$ cat src/rtl/ped_button_conditioner.sv
// Pedestrian push-button conditioner: synchronizer, debouncer, press detector,
// request latch with acknowledge-driven hold-off, and a saturating press counter.
module ped_button_conditioner #(
  parameter int unsigned DEBOUNCE_CYCLES = 1_000_000,
  parameter int unsigned HOLDOFF_CYCLES  = 500_000_000
) (
  input  logic       clk,
  input  logic       rst,
  input  logic       btn_raw,
  input  logic       ack,
  output logic       button,
  output logic       holdoff,
  output logic       btn_db,
  output logic       press_pulse,
  output logic [7:0] press_count
);

  localparam int DW = (DEBOUNCE_CYCLES > 1) ? $clog2(DEBOUNCE_CYCLES) : 1;
  localparam int HW = (HOLDOFF_CYCLES > 1) ? $clog2(HOLDOFF_CYCLES) : 1;

  localparam logic [DW-1:0] DLAST = DW'(DEBOUNCE_CYCLES - 1);
  localparam logic [DW-1:0] DZERO = DW'(0);
  localparam logic [DW-1:0] DONE  = DW'(1);
  localparam logic [HW-1:0] HLAST = HW'(HOLDOFF_CYCLES - 1);
  localparam logic [HW-1:0] HZERO = HW'(0);
  localparam logic [HW-1:0] HONE  = HW'(1);

  // Encoding chosen so each output is a single state flop.
  typedef enum logic [1:0] {
    IDLE    = 2'b00,
    PENDING = 2'b01,
    HOLDOFF = 2'b10
  } state_t;

  state_t          state;
  state_t          state_next;
  logic            sync1;
  logic            btn_sync;
  logic [DW-1:0]   dcnt;
  logic            btn_db_d;
  logic            press_evt;
  logic            hold_done;
  logic [HW-1:0]   hcnt;

  // Two-flop synchronizer for the asynchronous raw button.
  always_ff @(posedge clk or posedge rst) begin
    if (rst) begin
      sync1    <= 1'b0;
      btn_sync <= 1'b0;
    end else begin
      sync1    <= btn_raw;
      btn_sync <= sync1;
    end
  end

  // Debouncer: the level must disagree for DEBOUNCE_CYCLES consecutive edges.
  always_ff @(posedge clk or posedge rst) begin
    if (rst) begin
      dcnt   <= DZERO;
      btn_db <= 1'b0;
    end else if (btn_sync != btn_db) begin
      if (dcnt == DLAST) begin
        btn_db <= ~btn_db;
        dcnt   <= DZERO;
      end else begin
        btn_db <= btn_db;
        dcnt   <= dcnt + DONE;
      end
    end else begin
      btn_db <= btn_db;
      dcnt   <= DZERO;
    end
  end

  // Rising-edge detect on the debounced level.
  always_ff @(posedge clk or posedge rst) begin
    if (rst) begin
      btn_db_d <= 1'b0;
    end else begin
      btn_db_d <= btn_db;
    end
  end

  // Press event is acted on by the FSM and counter at the same edge press_pulse rises.
  always_comb begin
    press_evt = btn_db & ~btn_db_d;
    hold_done = (hcnt == HLAST);
  end

  // Registered one-cycle press pulse.
  always_ff @(posedge clk or posedge rst) begin
    if (rst) begin
      press_pulse <= 1'b0;
    end else begin
      press_pulse <= press_evt;
    end
  end

  // Saturating press counter, counts in every state.
  always_ff @(posedge clk or posedge rst) begin
    if (rst) begin
      press_count <= 8'd0;
    end else if (press_evt && (press_count != 8'd255)) begin
      press_count <= press_count + 8'd1;
    end else begin
      press_count <= press_count;
    end
  end

  // Hold-off counter, reloaded when the pending request is acknowledged.
  always_ff @(posedge clk or posedge rst) begin
    if (rst) begin
      hcnt <= HZERO;
    end else if ((state == PENDING) && ack) begin
      hcnt <= HZERO;
    end else if ((state == HOLDOFF) && !hold_done) begin
      hcnt <= hcnt + HONE;
    end else begin
      hcnt <= hcnt;
    end
  end

  // Request FSM state register.
  always_ff @(posedge clk or posedge rst) begin
    if (rst) begin
      state <= IDLE;
    end else begin
      state <= state_next;
    end
  end

  // Request FSM next-state logic; only IDLE latches a press.
  always_comb begin
    state_next = state;
    case (state)
      IDLE: begin
        if (press_evt) begin
          state_next = PENDING;
        end else begin
          state_next = IDLE;
        end
      end
      PENDING: begin
        if (ack) begin
          state_next = HOLDOFF;
        end else begin
          state_next = PENDING;
        end
      end
      HOLDOFF: begin
        if (hold_done) begin
          state_next = IDLE;
        end else begin
          state_next = HOLDOFF;
        end
      end
      default: begin
        state_next = IDLE;
      end
    endcase
  end

  assign button  = state[0];
  assign holdoff = state[1];

endmodule

$ cat config.mk
export PLATFORM = sky130hd
export DESIGN_NAME = ped_button_conditioner
export DESIGN_NICKNAME = d
export VERILOG_FILES = /design/src/rtl/ped_button_conditioner.sv
export SDC_FILE = /design/constraint.sdc
export NUM_CORES = 1
export LEC_CHECK = 0
export ABC_CLOCK_PERIOD_IN_PS = 2250
export BUFFER_PORTS_ARGS = -buffer_cell sky130_fd_sc_hd__buf_2
export CAP_MARGIN = 20
export CORE_MARGIN = 3
export CORE_UTILIZATION = 55
export CTS_CLUSTER_DIAMETER = 30
export CTS_CLUSTER_SIZE = 16
export DETAILED_ROUTE_END_ITERATION = 12
export PLACE_DENSITY = 0.83
export SLEW_MARGIN = 20
export SYNTH_ARGS = -nofsm -noshare
export SYNTH_HDL_FRONTEND = slang
export SYNTH_SLANG_ARGS = --single-unit
$ cat constraint.sdc
create_clock -name clk -period 2.25 [get_ports clk]
set_input_delay 0.225 -clock clk [delete_from_list [all_inputs] [get_ports clk]]
set_output_delay 0.225 -clock clk [all_outputs]
set_load 0.01 [all_outputs]
Word level (Yosys, flattened, before mapping)
Cells that the tools add are included.
Widths: inputs -> output; s select.
{"block": "word_totals", "ff_bits": 64, "latch_bits": 0, "ram_bits": 0, "romBits": 0, "mem_count": 0}
{"block": "op_classes", "addsub": 3, "multipliers": 0, "div_mod_pow": 0, "n_lt_le_gt_ge": 0, "eq_ne": 6, "n_shift": 0, "muxes": 8, "n_bitwise": 3, "n_reduce_logical": 7}
{"op": "$mux 29", "count": 2}
{"op": "$mux 20", "count": 2}
{"op": "$add 29x1->29 const B", "count": 1}
{"op": "$eq 29x29->1 const B", "count": 1}
{"op": "$add 20x1->20 const B", "count": 1}
{"op": "$eq 20x20->1 const B", "count": 1}
{"op": "$add 8x1->8 const B", "count": 1}
{"op": "$ne 8x8->1 const B", "count": 1}
{"op": "$pmux 2 s3", "count": 1}
{"op": "$mux 2", "count": 2}
{"op": "$logic_and 1x1->1", "count": 3}
{"op": "$eq 2x1->1 const B", "count": 1}
{"op": "$eq 2x2->1 const B", "count": 1}
{"op": "$logic_not 2->1", "count": 1}
{"op": "$not 1->1", "count": 2}
{"op": "$reduce_and 2->1", "count": 1}
{"op": "$reduce_bool 2->1", "count": 1}
{"op": "$and 1x1->1", "count": 1}
{"op": "$logic_not 1->1", "count": 1}
{"op": "$mux 1", "count": 1}
{"op": "$ne 1x1->1", "count": 1}

Longest topological paths before layout
Gate-level depths: netlist of the first run.
{"block": "depth", "ltp_word": 5, "ltp_mapped": 6, "ltp_nobuf": 6}

Worst setup path after synthesis of the first run
Ideal clock, no wire load.
{"block": "synth_timing", "path_kind": "flip-flop to flip-flop", "start": "register state[0]", "end": "register hcnt[24]", "setup_time_ns": 0.132, "arrival_time_ns": 1.729, "required_time_ns": 2.118, "setup_slack_ns": 0.389, "stages_incl_launch_ff": 6, "n_path_buf": 0, "synth_period_minus_slack_ns": 1.861, "cell_sequence": "dfrtp_1 nand4b_2 or4_4 nor4_2 xnor2_1 nor2_1"}
{"block": "synth_between", "elab_chain_len": 3, "word_cells_on_any_way": 6}
{"item": "start, declared", "line": "35", "text": "state_t state;"}
{"item": "start signal, assigned", "line": "128", "text": "state <= state_next;"}
{"item": "$eq 2x1->1 or $eq 2x2->1 (tied branches)", "line": "114, 116"}
{"item": "$logic_and 1x1->1, on equally long branches", "line": "114, 116"}
{"item": "$mux 29 or $reduce_bool 2->1 (tied branches)"}
{"item": "end signal, assigned", "line": "117", "text": "hcnt <= hcnt + HONE;"}
{"item": "end signal, assigned", "line": "119", "text": "hcnt <= hcnt;"}
{"item": "end, declared", "line": "43", "text": "logic [HW-1:0] hcnt;"}
Several ways; a longest one is shown, not always the timed one.
A chain may end at the register's enable or synchronous reset.

Final worst setup path of the first run
{"block": "layout_timing", "start": "register hcnt[21]", "end": "register hcnt[3]"}
{"block": "layout_between", "elab_chain_len": 4}
{"item": "$eq 29x29->1", "line": "87", "text": "hold_done = (hcnt == HLAST);"}
{"item": "$logic_not 1->1", "line": "116", "text": "end else if ((state == HOLDOFF) && !hold_done) begin"}
{"item": "$logic_and 1x1->1", "line": "116"}
{"item": "$reduce_bool 2->1 (no source line)"}
No other way between the ends.

==> results of run 1 <==
[per-layer routing]
layer / wire (µm) / global-route usage / vias to the layer above
li1: - / - / 1109
met1: 2592 / 0.2549 / 1088
met2: 2776 / 0.3161 / 34
met3: 212 / 0.06208 / 11
met4: 126 / 0.1030 / 0
met5: 0 / 0 / -
[state kept, by name, indices dropped and copies added, names as in the netlist, 2 cells and up]
signal and flops:
dcnt 20, press_count 8, state 2, hcnt 29
[worst min-delay path by stage]
stage	end	depth (start not counted)	slack, ns
floorplan	sync1	0	0.26
global placement	hcnt[5]	2	0.21
detailed placement	hcnt[4]	2	0.22
CTS	state[0]	4	0.20
global route	state[0]	4	0.23
finish	state[0]	4	0.21
[final cells by class]
cell class / instances / area share
sequential: 64 / 0.4547
inverter: 4 / 0.004263
multi-input combinational: 232 / 0.4171
clock buffer: 10 / 0.03908
clock inverter: 5 / 0.02309
timing repair buffer: 20 / 0.03694
tap: 70 / 0.02487
[where the power goes]
group          leakage, nW  internal (W)  switching (W)
Combinational        0.677     0.0000134      0.0000319
Sequential           0.746       0.00116     0.00000570
Clock                0.108      0.000647       0.000439
Total                 1.53       0.00182       0.000476
[cells in the final DEF, fill, tap and decap left out, drive strengths merged]
cell type,instances
a211oi,1
a21oi,2
a31oi,1
and2,2
and3,6
and4,5
buf,18
bufinv,2
clkbuf,10
clkinv,2
clkinvlp,1
dfrtp,64
dlygate4sd3,2
ha,3
inv,4
mux2,2
mux2i,7
nand2,28
nand2b,1
nand3,25
nand4,15
nand4b,2
nand4bb,1
nor2,53
nor2b,1
nor3,9
nor4,6
nor4bb,1
o211ai,1
o21ai,4
o31ai,1
or2,4
or3,3
or4,2
or4b,1
xnor2,20
xor2,25
[through the flow]
step | setup WS (ns) | std cells
after floorplan | 0.3887 | 306
after global placement | 0.3186 | 388
after detailed placement | 0.2850 | 388
after CTS | 0.2736 | 405
after global routing | 0.1531 | 405
final | 0.2815 | 405
[critical path: cells and delay by family (launching register included)]
family | cells | cell delay [ns]
and+or+nand+nor | 3 | 1.10
DFF | 1 | 0.43
muxes | 1 | 0.11
AOI/OAI and AO/OA | 1 | 0.21
[cell families (layout without fill, tap and decap cells)]
kind of cell    after synthesis  after routing  share of synthesized area
buf+inv                      10             39                    0.01208
fa+ha+maj                     3              3                    0.01208
mux                           9              9                    0.02979
compound gates               10             10                    0.02375
xor+xnor                     45             45                     0.1268
simple gates                165            165                     0.2802
flops                        64             64                     0.5153
==> results.cfg, run 1 <==
[worst_hold_path]
min_from = ack
hold_path_class = in -> reg

[floorplanning]
io_pins = 16
die_area_um2 = 6589
rows = 26
fp.coreArea_um2 = 5270
die_h_um = 81.17
die_w_um = 81.17
start_util = 0.5897

[synth]
yosysWarnings = 0
synth.top_cells.by_area = dfrtp_1 (52%), xor2_1 (7.0%), nor2_1 (6.4%), xnor2_1 (5.6%), nand3_1 (4.0%)
synth_edf_count = 0
synth_common_cells = dfrtp_1 (64), nor2_1 (53), nand2_1 (28), nand3_1 (25), xor2_1 (25)
netlist_area_um2 = 3108
postSynthAreaPerCell_um2 = 10.16
yosys_register_bits = 64
syn_inst = 306
ys.flop_type = dfrtp_1
synth_top_area_cell = dfrtp_1
ys_seq_area_frac = 0.5153
yosysMostFrequentCell = dfrtp_1
synthArstFlopShare = 1.000
yosysTopAreaCellShare = 0.5153
synth_cell_types = 39
syn-num-nets = 313

[clock_tree]
cts_sinks = 64
cts_tree = done
cts_setup_buffers = 0
cts_hold_buf = 2
clk_pin_slew_ns = 0.07
worstSkewPairLatency_ns = 0.34
numCtsBuffers = 9
cts_resized = 0
cts_root_buf = clkbuf_8
cts_max_level = 3
ctsLongestPathBuffers = 2

[detailed_routing]
wire_per_inst_um = 14.09
routed_via_density = 5.536
drc = 0
drtIter0Drc = 143
wl_mm = 5.708
ant_nets = 0
vias = 2242
first_pass_iters = 4

[finish]
multiInputGateArea_um2 = 1469
fin_util = 0.6683
drive_above_1_share = 0.1463
antenna_cells = 0
layout.area.seq_um2 = 1602
nets = 338
area_growth_pct = 13.33
design_area_um2 = 3522
nFillCells = 421

[worst_setup_path]
slowest_delay_ns = 0.56
reg2reg_setup_slack_ns = 0.28
crit_required_ns = 2.47
cp-end-kind = register
critPathLaunchType = register
endpoint = hcnt[3]
critPathMaxFanout = 10
crit_chain = or4b_1 > nor4_4 > a31oi_4 > and3_1 > mux2i_1
cp.arrival_ns = 2.19
rr_startpoint = hcnt[21]
slowest_stage = or4b_1
rr_endpoint = hcnt[3]
cp-startpoint = hcnt[21]
worstSetupPathType = reg -> reg
r2r_cells = 5

[timing]
grt_setup_unrepaired = false
tns_ns = 0
fmax_mhz = 508.0
setup_viol = 0
drv_slew = 0
worst_clock_skew_ns = 0.006442
post-route-period-util = 0.8749
timing.hold.ws_ns = 0.2110
relSlewSlack = 0.6360
worstMarginPinSlew_ns = 0.5414
final-hold-violation-count = 0
period_needed_ns = 1.969

[placed_design]
dpl_cell_area_um2 = 3283
gp_congestion = 0.8155
port_buffers = 15
hpwlAfterDp_mm = 3.889

[global_routing]
grt_max_degree = 50
grt_usage = 0.2027
antenna_found_initial = 0
grt_overflow = 0
grt_pass1_vias = 2263
grt_first_pass_wirelength_mm = 10.12

[power_and_ir_drop]
leakagePower_nw = 1.532
peakVddDrop_mv = 0.4099
totalPowerFinal_w = 0.002293
powerDensity_nw_per_um2 = 651.1

[status]
status = finished clean

[run]
cap_violations = 0
(Power assumes the default switching activity.)
==> run 2, diff against run 1 <==
- ABC_CLOCK_PERIOD_IN_PS: 2250 -> 2100
- CORE_MARGIN: 3 -> unset
- GPL_ROUTABILITY_DRIVEN: unset -> 0
- clock period: 2.25 -> 2.1 ns (I/O delays scaled with it)
==> results.cfg, run 2 (synthesis results as in run 1) <==
[clock_tree]
clk_pin_slew_ns = 0.07
numCtsBuffers = 9
cts_resized = 0
cts_tree = done
cts_max_level = 3
worstSkewPairLatency_ns = 0.34
cts_hold_buf = 2
cts_setup_buffers = 0
cts_sinks = 64
ctsLongestPathBuffers = 2
cts_root_buf = clkbuf_8

[detailed_routing]
ant_nets = 0
drtIter0Drc = 158
drc = 0
vias = 2309
routed_via_density = 5.604
wire_per_inst_um = 14.47
first_pass_iters = 5
wl_mm = 5.963

[power_and_ir_drop]
totalPowerFinal_w = 0.002454
seqPwrFrac = 0.507
clkPwrFrac = 0.472
powerDensity_nw_per_um2 = 691.2
p_int_w = 0.001945
swShare = 0.2071
power.switching_w = 0.0005083
peakVddDrop_mv = 0.5324
power_frac_comb = 0.020
leakagePower_nw = 1.552

[finish]
nFillCells = 465
max_flop_register = hcnt
drive_above_1_share = 0.1588
layout.area.seq_um2 = 1602
nets = 343
antenna_cells = 0
fin_util = 0.6486
largest_reg_flops = 29
reg_top3 = hcnt (29), dcnt (20), press_count (8)
multiInputGateArea_um2 = 1469
final_common_cell = dfrtp_1
area_growth_pct = 14.21
mostFrequentLayoutCells = dfrtp_1 (64), nor2_1 (53), nand2_1 (28)

[timing]
setup_viol = 0
tns_ns = 0
final-hold-violation-count = 0
post-route-period-util = 0.9466
relSlewSlack = 0.6211
period_needed_ns = 1.988
worstMarginPinSlew_ns = 0.5675
worst_clock_skew_ns = 0.007868
grt_setup_unrepaired = false
fmax_mhz = 503.0
drv_slew = 0

[worst_setup_path]
worstSetupPathType = reg -> reg
cp.arrival_ns = 2.20
critPathMaxFanout = 10
crit_required_ns = 2.31
critPathLaunchType = register
cp-end-kind = register

[floorplanning]
rows = 27
fp.coreArea_um2 = 5473
start_util = 0.5679
die_h_um = 77.17
die_area_um2 = 5955
io_pins = 16
die_w_um = 77.17

[placed_design]
port_buffers = 15
hpwlAfterDp_mm = 4.154

[run]
cap_violations = 0

[global_routing]
grt_pass1_vias = 2311
grt_max_degree = 28
grt_overflow = 0
antenna_found_initial = 0
grt_usage = 0.2263
grt_first_pass_wirelength_mm = 10.32

[worst_hold_path]
hold_path_class = in -> reg

[status]
status = finished clean
## run 2: cell type report
class	instances	area share
Multi-Input combinational cell	232	0.4138
Sequential cell	64	0.4512
Clock inverter	5	0.02291
Tap cell	72	0.02538
Timing Repair Buffer	25	0.04371
Inverter	4	0.004230
Clock buffer	10	0.03877
## run 2: routing by layer
layer,vias to the layer above,wire [µm],GRT usage
met5,-,0,0
met3,14,315,0.07262
met4,0,144,0.09245
li1,1115,-,-
met1,1125,2574,0.2756
met2,55,2929,0.3699
## run 2: critical path, stage by stage (launching register included)
cell	delay, ns
dfrtp_1	0.43
or4b_1	0.58
nor4_4	0.31
a31oi_4	0.20
and3_1	0.22
mux2i_1	0.12
## run 2: through the flow
stage                     cell area (µm²)  setup WS (ns)  std cells  hold slack (ns)
after CTS                            3550        0.09858        412           0.2143
after detailed placement             3311         0.1187        395           0.3013
after global placement               3311         0.1715        395           0.2853
after floorplan                      3108         0.2387        306           0.2414
after global routing                 3550        0.02487        412           0.2452
final                                3550         0.1121        412           0.2137
## run 2: path summary, 6_finish.rpt
path / start / to / slack (ns) / cells after the start
hold reg to reg: sync1 / btn_sync / 0.35 / 0
max in group asynchronous: rst / hcnt[7] / 0.88 / 4
setup reg to reg: hcnt[21] / hcnt[3] / 0.11 / 5
hold / removal: ack / state[0] / 0.21 / 4
min in group asynchronous: rst / hcnt[12] / 0.52 / 3
setup / recovery: hcnt[21] / hcnt[3] / 0.11 / 5
## run 2: power groups by stage
stage,Sequential (W),Combinational [W],Clock [W]
final,0.00125,0.0000496,0.00116
after detailed placement,0.00127,0.0000483,0
after global routing,0.00125,0.0000572,0.00123
after floorplan,0.00127,0.0000326,0
after CTS,0.00124,0.0000512,0.00119
after global placement,0.00127,0.0000465,0
